### config.mk
export PLATFORM = sky130hd
export DESIGN_NAME = serial_frame_rx_flat
export DESIGN_NICKNAME = d
export VERILOG_FILES = /design/src/rtl/serial_frame_pkg.sv /design/src/rtl/serial_frame_rx_if.sv /design/src/rtl/serial_frame_rx_out_buffer.sv /design/src/rtl/serial_frame_rx.sv /design/src/flat_wrapper.sv
export SDC_FILE = /design/constraint.sdc
export NUM_CORES = 1
export LEC_CHECK = 0
export ABC_AREA = 1
export CAP_MARGIN = 20
export CORE_AREA = 5 5 42 44
export CTS_CLUSTER_SIZE = 16
export DETAILED_ROUTE_END_ITERATION = 8
export DIE_AREA = 0 0 47 49
export PLACE_DENSITY = 0.73
export SYNTH_ARGS = -nofsm -noshare
export SYNTH_HDL_FRONTEND = slang
export SYNTH_SLANG_ARGS = --single-unit
### constraint.sdc
create_clock -name clk -period 2.2 [get_ports clk]
set_input_delay 0.44 -clock clk [delete_from_list [all_inputs] [get_ports clk]]
set_output_delay 0.44 -clock clk [all_outputs]
set_load 0.05 [all_outputs]
### src/rtl/serial_frame_pkg.sv
// ---------------------------------------------------------------------------
// serial_frame_pkg
// Shared definitions for the serial frame receiver: FSM state encoding,
// line-level constants for the start/stop bits and a small helper that
// sizes the data-bit counter.
//
// Optional feature macro: PARITY_CHECK_EN (the PARITY state is only
// reachable when the receiver is built with that macro defined).
// ---------------------------------------------------------------------------
package serial_frame_pkg;

   localparam int STATE_W = 2;

   typedef enum logic [STATE_W-1:0] {
      IDLE   = 2'd0,
      DATA   = 2'd1,
      PARITY = 2'd2,
      STOP   = 2'd3
   } rx_state_t;

   // The line idles high, so a frame opens with a low bit and closes with a high one.
   localparam logic START_BIT = 1'b0;
   localparam logic STOP_BIT  = 1'b1;

   // Counter width able to index DATA_W bits (at least one bit wide).
   function automatic int count_width(input int n);
      return (n > 1) ? $clog2(n) : 1;
   endfunction

endpackage

### src/rtl/serial_frame_rx_if.sv
// ---------------------------------------------------------------------------
// serial_frame_rx_if
// Bundles the serial input line, the sample strobe, the valid/ready word
// output and the status pulses of the serial frame receiver.
//
// Signals:
//   serial_in  - serial line, idles high
//   bit_en     - sample strobe
//   out_data   - received word (DATA_W bits)
//   out_valid  - word available
//   out_ready  - consumer accepts the word
//   busy       - receiver is inside a frame
//   frame_err  - stop bit was low (1-cycle pulse)
//   overrun    - good word dropped because the buffer was full (1-cycle pulse)
//   parity_err - parity mismatch (1-cycle pulse, only with PARITY_CHECK_EN)
//
// Modports:
//   master - the side that drives the line and consumes words
//   slave  - the receiver itself
//
// Optional feature macro: PARITY_CHECK_EN adds parity_err.
// ---------------------------------------------------------------------------
interface serial_frame_rx_if #(
   parameter int DATA_W = 4
);

   logic              serial_in;
   logic              bit_en;
   logic [DATA_W-1:0] out_data;
   logic              out_valid;
   logic              out_ready;
   logic              busy;
   logic              frame_err;
   logic              overrun;
`ifdef PARITY_CHECK_EN
   logic              parity_err;

   modport master (
      output serial_in, bit_en, out_ready,
      input  out_data, out_valid, busy, frame_err, overrun, parity_err
   );

   modport slave (
      input  serial_in, bit_en, out_ready,
      output out_data, out_valid, busy, frame_err, overrun, parity_err
   );
`else
   modport master (
      output serial_in, bit_en, out_ready,
      input  out_data, out_valid, busy, frame_err, overrun
   );

   modport slave (
      input  serial_in, bit_en, out_ready,
      output out_data, out_valid, busy, frame_err, overrun
   );
`endif

endinterface

### src/rtl/serial_frame_rx_out_buffer.sv
// ---------------------------------------------------------------------------
// rx_out_buffer
// One-entry valid/ready holding register for received words.
//
// Ports:
//   clk       in   rising-edge clock
//   reset     in   synchronous, active-high
//   load      in   a good word is complete this cycle
//   load_data in   the word to load (DATA_W bits)
//   out_ready in   consumer accepts when out_valid & out_ready
//   out_data  out  held word, stable while out_valid=1
//   out_valid out  word available
//   overrun   out  1-cycle pulse: a load arrived while full and not draining
// ---------------------------------------------------------------------------
module rx_out_buffer #(
   parameter int DATA_W = 4
) (
   input  logic              clk,
   input  logic              reset,
   input  logic              load,
   input  logic [DATA_W-1:0] load_data,
   input  logic              out_ready,
   output logic [DATA_W-1:0] out_data,
   output logic              out_valid,
   output logic              overrun
);

   logic              accept;
   logic              full_stalled;

   assign accept       = out_valid & out_ready;
   assign full_stalled = out_valid & ~out_ready;

   // A load into a stalled buffer keeps the older word and flags the drop;
   // a load during an accepting handshake simply replaces the word, so
   // out_valid never drops in that cycle.
   always_ff @(posedge clk) begin
      if (reset) begin
         out_data  <= '0;
         out_valid <= 1'b0;
         overrun   <= 1'b0;
      end else begin
         overrun <= 1'b0;
         if (load) begin
            if (full_stalled) begin
               overrun <= 1'b1;
            end else begin
               out_data  <= load_data;
               out_valid <= 1'b1;
            end
         end else if (accept) begin
            out_valid <= 1'b0;
         end
      end
   end

endmodule

### src/rtl/serial_frame_rx.sv
// ---------------------------------------------------------------------------
// serial_frame_rx
// Receives a serial bit stream framed as start(0) + DATA_W data bits
// [+ even parity] + stop(1), one bit per bit_en strobe, and delivers each
// good word through a one-entry valid/ready buffer.
//
// Ports:
//   clk    in   rising-edge clock
//   reset  in   synchronous, active-high; clears all state
//   bus    slave modport of serial_frame_rx_if (line, strobe, word output,
//          busy, frame_err, overrun, and parity_err when built in)
//
// Parameters:
//   DATA_W     data bits per frame (>= 2)
//   LSB_FIRST  1: first data bit lands in out_data[0]; 0: in out_data[DATA_W-1]
//
// Optional feature macro: PARITY_CHECK_EN adds an even-parity bit after the
// data bits, a PARITY state and the parity_err pulse.
// ---------------------------------------------------------------------------
module serial_frame_rx
   import serial_frame_pkg::*;
#(
   parameter int DATA_W    = 4,
   parameter bit LSB_FIRST = 1'b1
) (
   input logic             clk,
   input logic             reset,
   serial_frame_rx_if.slave bus
);

   localparam int              CNT_W    = count_width(DATA_W);
   localparam logic [CNT_W-1:0] LAST_BIT = CNT_W'(DATA_W - 1);

   rx_state_t          state;
   logic [CNT_W-1:0]   bit_cnt;
   logic [DATA_W-1:0]  shifter;
   logic               frame_err_q;
   logic               stop_sample;
   logic               stop_good;
   logic               word_good;
`ifdef PARITY_CHECK_EN
   logic               parity_bit;
   logic               parity_ok;
   logic               parity_err_q;
`endif

   // The stop bit is judged in the same cycle it is sampled, so the good
   // word reaches the output buffer on that very edge.
   assign stop_sample = (state == STOP) && bus.bit_en;
   assign stop_good   = (bus.serial_in == STOP_BIT);
`ifdef PARITY_CHECK_EN
   // Even parity: data bits and parity bit together must XOR to zero.
   assign parity_ok   = ((^shifter) == parity_bit);
   assign word_good   = stop_sample && stop_good && parity_ok;
`else
   assign word_good   = stop_sample && stop_good;
`endif

   // Frame FSM with its counter and shifter. Everything advances only on a
   // bit_en strobe; error pulses are registered and cleared every cycle.
   always_ff @(posedge clk) begin
      if (reset) begin
         state       <= IDLE;
         bit_cnt     <= '0;
         shifter     <= '0;
         frame_err_q <= 1'b0;
`ifdef PARITY_CHECK_EN
         parity_bit   <= 1'b0;
         parity_err_q <= 1'b0;
`endif
      end else begin
         frame_err_q <= 1'b0;
`ifdef PARITY_CHECK_EN
         parity_err_q <= 1'b0;
`endif
         if (bus.bit_en) begin
            case (state)
               IDLE: begin
                  if (bus.serial_in == START_BIT) begin
                     state   <= DATA;
                     bit_cnt <= '0;
                  end
               end
               DATA: begin
                  if (LSB_FIRST) begin
                     shifter <= {bus.serial_in, shifter[DATA_W-1:1]};
                  end else begin
                     shifter <= {shifter[DATA_W-2:0], bus.serial_in};
                  end
                  if (bit_cnt == LAST_BIT) begin
                     bit_cnt <= '0;
`ifdef PARITY_CHECK_EN
                     state   <= PARITY;
`else
                     state   <= STOP;
`endif
                  end else begin
                     bit_cnt <= bit_cnt + CNT_W'(1);
                  end
               end
               PARITY: begin
`ifdef PARITY_CHECK_EN
                  parity_bit <= bus.serial_in;
                  state      <= STOP;
`else
                  state      <= IDLE;
`endif
               end
               STOP: begin
                  frame_err_q <= ~stop_good;
`ifdef PARITY_CHECK_EN
                  parity_err_q <= ~parity_ok;
`endif
                  state <= IDLE;
               end
               default: begin
                  state <= IDLE;
               end
            endcase
         end
      end
   end

   assign bus.busy      = (state != IDLE);
   assign bus.frame_err = frame_err_q;
`ifdef PARITY_CHECK_EN
   assign bus.parity_err = parity_err_q;
`endif

   rx_out_buffer #(
      .DATA_W (DATA_W)
   ) u_out_buffer (
      .clk       (clk),
      .reset     (reset),
      .load      (word_good),
      .load_data (shifter),
      .out_ready (bus.out_ready),
      .out_data  (bus.out_data),
      .out_valid (bus.out_valid),
      .overrun   (bus.overrun)
   );

endmodule

### src/flat_wrapper.sv
// flat-port wrapper written by rule: the top's interface ports become plain ports
module serial_frame_rx_flat import serial_frame_pkg::*;
#(
   parameter int DATA_W    = 4,
   parameter bit LSB_FIRST = 1'b1
)
  (clk, reset, bus_serial_in, bus_bit_en, bus_out_ready, bus_out_data, bus_out_valid, bus_busy, bus_frame_err, bus_overrun);
  serial_frame_rx_if #(.DATA_W(DATA_W)) bus_i ();
  input logic clk;
  input logic reset;
  input wire logic [$bits(bus_i.serial_in)-1:0] bus_serial_in;
  input wire logic [$bits(bus_i.bit_en)-1:0] bus_bit_en;
  input wire logic [$bits(bus_i.out_ready)-1:0] bus_out_ready;
  output wire logic [$bits(bus_i.out_data)-1:0] bus_out_data;
  output wire logic [$bits(bus_i.out_valid)-1:0] bus_out_valid;
  output wire logic [$bits(bus_i.busy)-1:0] bus_busy;
  output wire logic [$bits(bus_i.frame_err)-1:0] bus_frame_err;
  output wire logic [$bits(bus_i.overrun)-1:0] bus_overrun;
  assign bus_i.serial_in = bus_serial_in;
  assign bus_i.bit_en = bus_bit_en;
  assign bus_i.out_ready = bus_out_ready;
  assign bus_out_data = bus_i.out_data;
  assign bus_out_valid = bus_i.out_valid;
  assign bus_busy = bus_i.busy;
  assign bus_frame_err = bus_i.frame_err;
  assign bus_overrun = bus_i.overrun;
  serial_frame_rx #(.DATA_W(DATA_W), .LSB_FIRST(LSB_FIRST)) u_core (.clk(clk), .reset(reset), .bus(bus_i));
endmodule
---- Word level (Yosys, flattened, before mapping) ----
Index checks and enable logic that the tools add are counted.
word-level totals
  output and inout bits ................... 8
  word-level logic and storage cells ...... 47
  register bits after elaboration ......... 15
cells by class
  mux-type cells .......................... 10
  eq/ne operators ......................... 7
  add/sub/neg operators ................... 1
  reductions and logical operators ........ 14
  bitwise operators ....................... 8
operator list
  kind                                                             number
  2-bit two-way mux                                                4
  2-bit == test, second input constant                             3
  1-bit inverter                                                   6
  2-bit case mux with 3 select lines                               1
  2-bit AND reduction                                              3
  3-bit AND reduction                                              2
  2-bit nonzero test                                               3
  1-bit two-way mux                                                4
  2-bit != test, second input constant                             2
  2-bit case mux with 2 select lines                               1
  2-bit OR reduction                                               2
  3-bit OR reduction                                               1
  2-bit by 1-bit adder with 2-bit output, second input constant    1
  1-bit bitwise AND                                                2
  2-bit by 1-bit == test with 1-bit output, second input constant  1
  1-bit logical AND                                                2
  2-bit logical NOT                                                1
  2-bit by 1-bit != test with 1-bit output, second input constant  1

---- Depth between registers and ports, before layout ----
Gate-level depths: netlist (run 1).
  depth in word-level cells ............... 5
  gate-level depth with buffers ........... 6
  depth with buffers taken out ............ 6

---- By module ----
From an unflattened synthesis (run 1), not the netlist that was laid out.
second synthesis, totals
  cells, all modules ...................... 88
  area, all modules ....................... 645.6 µm²
modules (own cells, without submodules)
  module           area each (µm²)  seq. area each (µm²)  cells each  times used
  serial_frame_rx  395.4            180.2                 55          1
  rx_out_buffer    250.2            120.1                 33          1

---- Worst setup path before layout (run 1) ----
OpenSTA, ideal clock, no wires.
  kind .................................... reg2out
  start ................................... register u_core.state[0]
  end ..................................... output port bus_busy
  data arrival time ....................... 0.814 ns
  path slack .............................. 0.946 ns
  data required time ...................... 1.760 ns
  cell stages (with the launch flop) ...... 3
  cells stage by stage .................... dfxtp_1 -> inv_1 -> nand2_1
on the way
  cells in the longest elaborated chain, start to end .. 1
RTL lines
  what                    RTL line                text
  from (decl)             serial_frame_rx.sv:34   rx_state_t state;
  from (signal assigned)  serial_frame_rx.sv:63   state <= IDLE;
  from (signal assigned)  serial_frame_rx.sv:80   state <= DATA;
  from (signal assigned)  serial_frame_rx.sv:95   state <= STOP;
  2-bit nonzero test      serial_frame_rx.sv:124  assign bus.busy = (state != IDLE);
  to (decl)               flat_wrapper.sv:16      output wire logic [$bits(bus_i.busy)-1:0] bus_busy;
No other way between the ends.

---- Final worst setup path (run 1) ----
  start ................................... register u_core.u_out_buffer.out_data[0]
  end ..................................... output port bus_out_data[0]
RTL lines
  what                    RTL line                          text
  from (decl)             serial_frame_rx_out_buffer.sv:23  output logic [DATA_W-1:0] out_data,
  from (signal assigned)  serial_frame_rx_out_buffer.sv:48  out_data <= load_data;
  to (decl)               flat_wrapper.sv:14                output wire logic [$bits(bus_i.out_data)-1:0] bus_out_data;
No word-level cell between the ends.

==> flow_summary.json, run 1 <==
{
  "p_clk_share_pct": 32.6,
  "cpPeakStageDelay_ns": 0.80,
  "clkLatencyLatePin_ns": 0.29,
  "finalHoldViolCount": 0,
  "synthTopCellsByArea": "dfxtp_1, nand2_1, inv_1",
  "worst-path-stages": 1,
  "slew_violations": 0,
  "cp_top_family": "buffers and inverters",
  "vias_per_cell": 4.864,
  "die_w_um": 47,
  "power.density_nw_per_um2": 622.5,
  "ios": 13,
  "clockBufferDepth": 2,
  "diodes": 0,
  "grt_remaining_overflow": 0,
  "synth_flop_cell": "dfxtp_1",
  "core_area_um2": 1401,
  "dp_hpwl_um": 835,
  "tns_ns": 0,
  "dieArea_um2": 2303,
  "cp.required_ns": 1.76,
  "worst_pin_slew_ns": 0.5015,
  "synthCells": 79,
  "syn_area_um2": 614.3,
  "grt_max_degree": 10,
  "critPathMaxFanout": 2,
  "portBuffers": 12,
  "status": "complete, no violations",
  "post-route-util_pct": 55.36,
  "fin_crit_sh_pct": 84.78,
  "ys_warn_count": 0,
  "arrival_ns": 1.43,
  "fin_area_um2": 775.7,
  "ir_drop_mv": 0.3205,
  "cts_num_sinks": 15,
  "setup_violations": 0,
  "swShare_pct": 24.37,
  "cts_root_buffer": "clkbuf_4",
  "seq_area_frac_synth_pct": 48.88,
  "dr.pass1.iters": 4,
  "chipHeight_um": 49,
  "switchingPower_mw": 0.1177,
  "routed_wl_um": 1102,
  "r2r_cells": 5,
  "gr-usage-all-layers_pct": 11.66,
  "fin_nets": 101,
  "syn_to_final_growth_pct": 26.27,
  "fin_skew_ns": 0.003049,
  "hold_depth": 2,
  "grt_pass1_vias": 476,
  "min_path_type": "flip-flop to flip-flop",
  "yosysTopAreaCell": "dfxtp_1",
  "ys_async_sr_fraction_pct": 0,
  "cp-start-kind": "flip-flop",
  "numCtsBuffers": 3,
  "fin_ws_ns": 0.3349,
  "cts_resized": 0,
  "synth-seq-cells": 15,
  "pre_cts_ws_ns": 0.3933,
  "syn_avg_cell_area_um2": 7.776,
  "hold_buffers": 0,
  "path_buf_inv": 1,
  "ys_types": 16,
  "dpl_cell_area_um2": 747.0,
  "cts_tree": "built",
  "synth_top_area_share_pct": 48.88,
  "clk_pin_slew_worst_paths_ns": 0.08,
  "post_drt_wl_per_cell_um": 10.02,
  "antenna_found_initial": 0,
  "crit_type": "flip-flop to output pin",
  "slew_headroom_pct": 66.51,
  "endpoint_kind": "output pin",
  "initial_core_util_pct": 43.84,
  "yosysMostFrequentCell": "nand2_1",
  "slowest_stage": "clkdlybuf4s50_1",
  "gp_congestion": 0.7399,
  "min_period_ns": 1.865,
  "max_freq_ghz": 0.5362,
  "vias": 535,
  "std_cell_rows": 14,
  "grt_setup_unrepaired": "no",
  "ant_nets": 0,
  "synth_edf_count": 0,
  "p_int_mw": 0.3652,
  "drv_cap": 0,
  "synth_nets": 85,
  "cts_setup_buffers": 0,
  "drive_gt1_share_pct": 9.574,
  "p_leak_nw": 0.3348,
  "p_total_mw": 0.4829,
  "combPwrFrac_pct": 8.9,
  "path_cells": "clkdlybuf4s50_1",
  "drtIter0Drc": 5,
  "seq_power_share_pct": 58.5,
  "synth_common_cells": "nand2_1, dfxtp_1, inv_1",
  "remaining_drc_errors": 0,
  "grt_pass1_wl_um": 1918,
  "htreeDepth": 1
}
==> state kept, by name, summed over array words and instances, names as in the netlist <==
register / count
u_core.bit_cnt: 2
u_core.u_out_buffer.out_data: 4
u_core.shifter: 4
u_core.u_out_buffer.out_valid: 1
u_core.u_out_buffer.overrun: 1
u_core.bus.frame_err: 1
u_core.state: 2
==> stage by stage <==
step           hold WS, ns  cells
3_5_place_dp        0.4520    106
5_1_grt             0.4934    110
4_1_cts             0.4655    110
3_3_place_gp        0.4501    106
6_report            0.4605    110
2_1_floorplan       0.4295     79
==> placed cells by master (no fill, tap or decap) <==
cell type	netlist	routed
ha_1	1	1
dlymetal6s2s_1	0	1
nor2_2	1	1
nand4_1	4	4
nand2_1	16	16
clkdlybuf4s50_1	0	11
nor3_1	2	2
o21ai_0	4	4
clkbuf_4	0	3
inv_2	1	1
nand4_2	1	1
nor2_4	1	1
inv_1	11	11
nor2_1	10	10
nand3_2	2	2
clkbuf_1	0	1
a21oi_1	8	8
dfxtp_1	15	15
nor4_1	1	1
==> cell families after synthesis <==
logic type / after synthesis / synth area share, %
buffers and inverters: 13 / 8.554
and+or+nand+nor: 38 / 30.75
adders and majority gates: 1 / 2.036
AOI/OAI and AO/OA: 12 / 9.776
DFF: 15 / 48.88
==> worst register-to-register path, cell delays in order (launching register included) <==
cell and delay [ns]:
dfxtp_1 0.44, nand2_1 0.12, nor2_2 0.16, nand4_1 0.10
nand2_1 0.08, nor2_1 0.04
==> worst paths after layout <==
path	startpoint	slack (ns)	end
min	u_core.shifter[0]	0.46	u_core.shifter[0]
min reg2reg	u_core.shifter[0]	0.46	u_core.shifter[0]
max reg2reg	u_core.state[0]	1.17	u_core.u_out_buffer.out_data[1]
max	u_core.u_out_buffer.out_data[0]	0.33	bus_out_data[0]
==> area by class of cell <==
type / count / area (um2)
inverters: 12 / 45.04
repair buffers: 12 / 122.6
fillers: 149 / 625.6
clock buffers: 4 / 26.28
flip-flops and latches: 15 / 300.3
well taps: 16 / 20.02
multi-input cells: 51 / 261.5
==> metal layers <==
metal | wire length, um | track usage [%] | share of wire [%] | vias to the layer above
li1 | - | - | - | 284
met1 | 478 | 14.44 | 43 | 230
met2 | 474 | 15.61 | 43 | 16
met3 | 105 | 3.690 | 9.5 | 5
met4 | 44 | 9.677 | 4.0 | 0
met5 | 0 | 0 | 0 | -
==> power by group through the flow <==
stage | Sequential (mW) | Combinational (mW) | Clock, mW
global placement | 0.288 | 0.0425 | 0
CTS | 0.282 | 0.0438 | 0.161
global route | 0.283 | 0.0489 | 0.176
finish | 0.282 | 0.0430 | 0.158
detailed placement | 0.289 | 0.0433 | 0
floorplan | 0.288 | 0.0280 | 0
Power figures use the tool's default switching activity.
==> run 2: changes to the inputs <==
--- a/config.mk
+++ b/config.mk
@@ -7,11 +7,11 @@
 export LEC_CHECK = 0
 export ABC_AREA = 1
 export CAP_MARGIN = 20
-export CORE_AREA = 5 5 42 44
+export CORE_MARGIN = 5
+export CORE_UTILIZATION = 42
 export CTS_CLUSTER_SIZE = 16
 export DETAILED_ROUTE_END_ITERATION = 8
-export DIE_AREA = 0 0 47 49
-export PLACE_DENSITY = 0.73
+export PLACE_DENSITY = 0.7
 export SYNTH_ARGS = -nofsm -noshare
 export SYNTH_HDL_FRONTEND = slang
 export SYNTH_SLANG_ARGS = --single-unit
==> constraint.sdc (replaced) <==
create_clock -name clk -period 1.7 [get_ports clk]
set_input_delay 0.34 -clock clk [delete_from_list [all_inputs] [get_ports clk]]
set_output_delay 0.34 -clock clk [all_outputs]
set_load 0.05 [all_outputs]
==> flow_summary.json, run 2 (same netlist as run 1, synthesis figures left out) <==
{
  "status": "complete, no violations",
  "p_int_mw": 0.4770,
  "cpPeakStageDelay_ns": 0.44,
  "slew_violations": 0,
  "initial_core_util_pct": 45.51,
  "grt_pass1_vias": 482,
  "grt_remaining_overflow": 0,
  "slew_headroom_pct": 82.20,
  "p_total_mw": 0.6184,
  "gp_congestion": 0.8100,
  "core_area_um2": 1350,
  "cts_num_sinks": 15,
  "grt_pass1_wl_um": 1883,
  "clockBufferDepth": 2,
  "path_cells": "inv_1 -> nand2_1 -> buf_12",
  "dieArea_um2": 2328,
  "fin_nets": 102,
  "cp.required_ns": 1.36,
  "dp_cells": 106,
  "p_leak_nw": 0.3438,
  "drv_cap": 0,
  "post_drt_wl_per_cell_um": 9.964,
  "htreeDepth": 1,
  "cts_setup_buffers": 0,
  "gr-usage-all-layers_pct": 11.86,
  "drtIter0Drc": 4,
  "dp_hpwl_um": 874.3,
  "max_freq_ghz": 0.7109,
  "numCtsBuffers": 3,
  "ios": 13,
  "fin_crit_sh_pct": 82.74,
  "holdWs_ns": 0.4548,
  "final_common_cell": "nand2_1",
  "cts_root_buffer": "clkbuf_4",
  "tns_ns": 0,
  "clk_pin_slew_worst_paths_ns": 0.08,
  "syn_to_final_growth_pct": 25.66,
  "min_path_type": "flip-flop to flip-flop",
  "finalNonFillerCells": 110,
  "portBuffers": 12,
  "cp-start-kind": "flip-flop",
  "slowest_stage": "dfxtp_1",
  "grt_max_degree": 10,
  "pre_cts_ws_ns": 0.1692,
  "vias": 524,
  "routed_wl_um": 1096,
  "remaining_drc_errors": 0,
  "fin_ws_ns": 0.2934,
  "switchingPower_mw": 0.1414,
  "p_clk_share_pct": 30.9,
  "antenna_found_initial": 0,
  "fin_skew_ns": 0.001443,
  "seq_power_share_pct": 59.1,
  "ant_nets": 0,
  "drive_gt1_share_pct": 18.95,
  "grt_setup_unrepaired": "no",
  "dr.pass1.iters": 2,
  "endpoint_kind": "output pin",
  "swShare_pct": 22.86,
  "cts_tree": "built",
  "combPwrFrac_pct": 10.1,
  "clkLatencyLatePin_ns": 0.27,
  "die_w_um": 48.25,
  "std_cell_rows": 13,
  "final_cell_mix": "nand2_1, dfxtp_1, inv_1, nor2_1",
  "min_period_ns": 1.407,
  "crit_type": "flip-flop to output pin",
  "worst_pin_slew_ns": 0.2645,
  "power.density_nw_per_um2": 801.0,
  "arrival_ns": 1.07,
  "vias_per_cell": 4.764,
  "ir_drop_mv": 0.4293,
  "finalHoldViolCount": 0,
  "chipHeight_um": 48.25,
  "cts_resized": 0,
  "diodes": 0,
  "setup_violations": 0,
  "largestRegisters": "u_core.shifter (4), u_core.u_out_buffer.out_data (4)",
  "critPathMaxFanout": 6,
  "hold_buffers": 0
}
run 2: changes by cell type in the layout (fill, tap and decap cells not counted):
cell / previous run / this run
buf_12: 0 / 1
clkdlybuf4s50_1: 11 / 4
dlymetal6s2s_1: 1 / 0
buf_4: 0 / 8
run 2: worst max-delay path: cells and delay by family (launching register included):
| family | cells | cell delay, ns |
|---|---|---|
| buffers and inverters | 2 | 0.23 |
| AND/OR/NAND/NOR | 1 | 0.12 |
| flip-flops | 1 | 0.44 |
run 2: layout make-up:
class                      count  area, um2
timing repair buffer          13      120.1
fill                         136      578.1
clock buffer                   4      26.28
sequential                    15      300.3
inverter                      12      45.04
tap                           15      18.77
multi-input combinational     51      261.5
run 2: through the flow:
stage          instance area [um2]  util (%)
6_report                     772.0     57.18
5_1_grt                      772.0     57.18
4_1_cts                      772.0     57.18
3_5_place_dp                 745.7     55.24
3_3_place_gp                 745.7     55.24
2_1_floorplan                614.3         -
run 2: worst paths after layout:
path | startpoint | to | slack (ns) | cells after the start
worst min register to register | u_core.shifter[0] | u_core.shifter[0] | 0.45 | 2
worst max register to register | u_core.state[1] | u_core.shifter[2] | 0.67 | 4
worst min-delay path | u_core.shifter[0] | u_core.shifter[0] | 0.45 | 2
worst max-delay path | u_core.state[0] | bus_busy | 0.29 | 3
run 2: routing by layer:
layer  up-vias  wire (um)  GRT usage (%)
met4         0          8          6.452
met2        13        499          18.49
met3         2         88          3.321
li1        287          -              -
met1       222        500          14.63
met5         -          0              0
run 2: power groups by stage:
stage	combinational (mW)	clock, mW	sequential (mW)
after floorplan	0.0362	0	0.372
after global placement	0.0610	0	0.373
after detailed placement	0.0621	0	0.374
after CTS	0.0627	0.204	0.365
after global routing	0.0695	0.225	0.367
final	0.0623	0.191	0.365
==> run 3: changes to the inputs <==
--- a/config.mk
+++ b/config.mk
@@ -8,10 +8,10 @@
 export ABC_AREA = 1
 export CAP_MARGIN = 20
 export CORE_MARGIN = 5
-export CORE_UTILIZATION = 42
+export CORE_UTILIZATION = 47
 export CTS_CLUSTER_SIZE = 16
 export DETAILED_ROUTE_END_ITERATION = 8
-export PLACE_DENSITY = 0.7
+export PLACE_DENSITY = 0.75
 export SYNTH_ARGS = -nofsm -noshare
 export SYNTH_HDL_FRONTEND = slang
 export SYNTH_SLANG_ARGS = --single-unit
==> constraint.sdc (replaced) <==
create_clock -name clk -period 1.4 [get_ports clk]
set_input_delay 0.28 -clock clk [delete_from_list [all_inputs] [get_ports clk]]
set_output_delay 0.28 -clock clk [all_outputs]
set_load 0.05 [all_outputs]
==> flow_summary.json, run 3 (same netlist as run 1, synthesis figures left out) <==
{
  "min_path_type": "flip-flop to flip-flop",
  "vias": 568,
  "core_area_um2": 1269,
  "swShare_pct": 24.06,
  "fin_crit_sh_pct": 94.76,
  "die_w_um": 46.16,
  "ios": 13,
  "crit_type": "flip-flop to output pin",
  "cts_setup_buffers": 0,
  "chipHeight_um": 46.16,
  "grt_pass1_wl_um": 1883,
  "num-fill-cells": 99,
  "diodes": 0,
  "finalNonFillerCells": 114,
  "post-route-util_pct": 70.32,
  "arrival_ns": 1.05,
  "slew_violations": 0,
  "syn_to_final_growth_pct": 45.21,
  "drive_gt1_share_pct": 24.24,
  "cp.required_ns": 1.12,
  "cp-start-kind": "flip-flop",
  "dieArea_um2": 2130,
  "dp_cells": 110,
  "vias_per_cell": 4.982,
  "combPwrFrac_pct": 10.9,
  "power.density_nw_per_um2": 865.8,
  "crit_end": "bus_busy",
  "r2r-start": "u_core.state[1]",
  "clockBufferDepth": 2,
  "antenna_found_initial": 0,
  "remaining_drc_errors": 0,
  "worst_pin_slew_ns": 0.2129,
  "dr.pass1.iters": 4,
  "dp_hpwl_um": 939.4,
  "clkLatencyLatePin_ns": 0.28,
  "gp_congestion": 0.7785,
  "initial_core_util_pct": 48.42,
  "fin_skew_ns": 0.006134,
  "cts_tree": "built",
  "p_clk_share_pct": 31.6,
  "routed_wl_um": 1158,
  "grt_max_degree": 10,
  "status": "complete, no violations",
  "r2r_cells": 4,
  "cts_num_sinks": 15,
  "finalHoldViolCount": 0,
  "drv_cap": 0,
  "portBuffers": 12,
  "min_period_ns": 1.327,
  "final_cell_mix": "nand2_1, dfxtp_1, inv_1, nor2_1",
  "final_common_cell": "nand2_1",
  "htreeDepth": 1,
  "drtIter0Drc": 12,
  "grt_setup_unrepaired": "no",
  "endpoint_kind": "output pin",
  "startpoint": "u_core.state[1]",
  "hold_buffers": 0,
  "ir_drop_mv": 0.6450,
  "clk_pin_slew_worst_paths_ns": 0.09,
  "max_freq_ghz": 0.7538,
  "switchingPower_mw": 0.1858,
  "seq_power_share_pct": 57.5,
  "slew_headroom_pct": 85.79,
  "r2r_end": "u_core.shifter[0]",
  "largestRegisters": "u_core.shifter (4), u_core.u_out_buffer.out_data (4)",
  "std_cell_rows": 13,
  "r2r_slack_ns": 0.34,
  "p_total_mw": 0.7724,
  "critPathMaxFanout": 4,
  "numCtsBuffers": 3,
  "setup_violations": 0,
  "p_int_mw": 0.5866,
  "gr-usage-all-layers_pct": 12.51,
  "post_drt_wl_per_cell_um": 10.16,
  "ant_nets": 0,
  "grt_remaining_overflow": 0,
  "grt_pass1_vias": 494,
  "fin_nets": 106,
  "cts_root_buffer": "clkbuf_4",
  "p_leak_nw": 0.3820
}
==> run 3: area by class of cell <==
class                           instances  area (um2)  area share, %
Sequential cell                        15       302.8          33.94
Multi-Input combinational cell         51       261.5          29.31
Clock buffer                            4       26.28          2.945
Timing Repair Buffer                   17       237.7          26.65
Tap cell                               15       18.77          2.104
Inverter                               12       45.04          5.049
==> run 3: metal layers <==
layer,vias to the layer above,GRT usage (%),wire length [um]
met3,2,2.344,81
met5,-,0,0
met4,0,8.523,8
li1,295,-,-
met2,13,21.43,572
met1,258,13.68,495
==> run 3: worst max-delay path, cell delays in order, from the launching register on <==
cell and delay, ns:
dfxtp_2 0.35, inv_1 0.13, nand2_1 0.12, buf_12 0.16
==> run 3: stage by stage <==
stage	area, um2	TNS, ns	hold WS [ns]	setup WS (ns)
after floorplan	614.3	0	0.3491	0.1522
after global placement	863.3	-0.02000	0.4505	-0.009798
after detailed placement	863.3	-0.1810	0.4593	-0.04202
after CTS	889.6	0	0.4703	0.03770
after global routing	892.1	0	0.4996	0.02614
final	892.1	0	0.4640	0.07336
==> run 3: power by group through the flow <==
stage	Clock [mW]	Combinational, mW	Sequential, mW
4_1_cts	0.249	0.0851	0.444
6_report	0.244	0.0841	0.444
3_5_place_dp	0	0.0840	0.454
5_1_grt	0.268	0.0928	0.447
2_1_floorplan	0	0.0439	0.452
3_3_place_gp	0	0.0811	0.453
==> run 3: how the worst min path moves through the flow <==
stage | depth (start not counted) | endpoint | startpoint | slack [ns]
floorplan | 1 | u_core.bit_cnt[1] | reset | 0.35
global placement | 2 | u_core.shifter[0] | u_core.shifter[0] | 0.45
detailed placement | 2 | u_core.bit_cnt[1] | u_core.bit_cnt[1] | 0.46
CTS | 2 | u_core.shifter[0] | u_core.shifter[0] | 0.47
global route | 2 | u_core.bit_cnt[1] | u_core.bit_cnt[1] | 0.50
finish | 2 | u_core.shifter[0] | u_core.shifter[0] | 0.46
==> run 3: repair_timing <==
item / in CTS / in global routing
hold endpoints to repair: 0 / 0
resized for setup: 0 / 2
setup endpoints to repair: 0 / 1
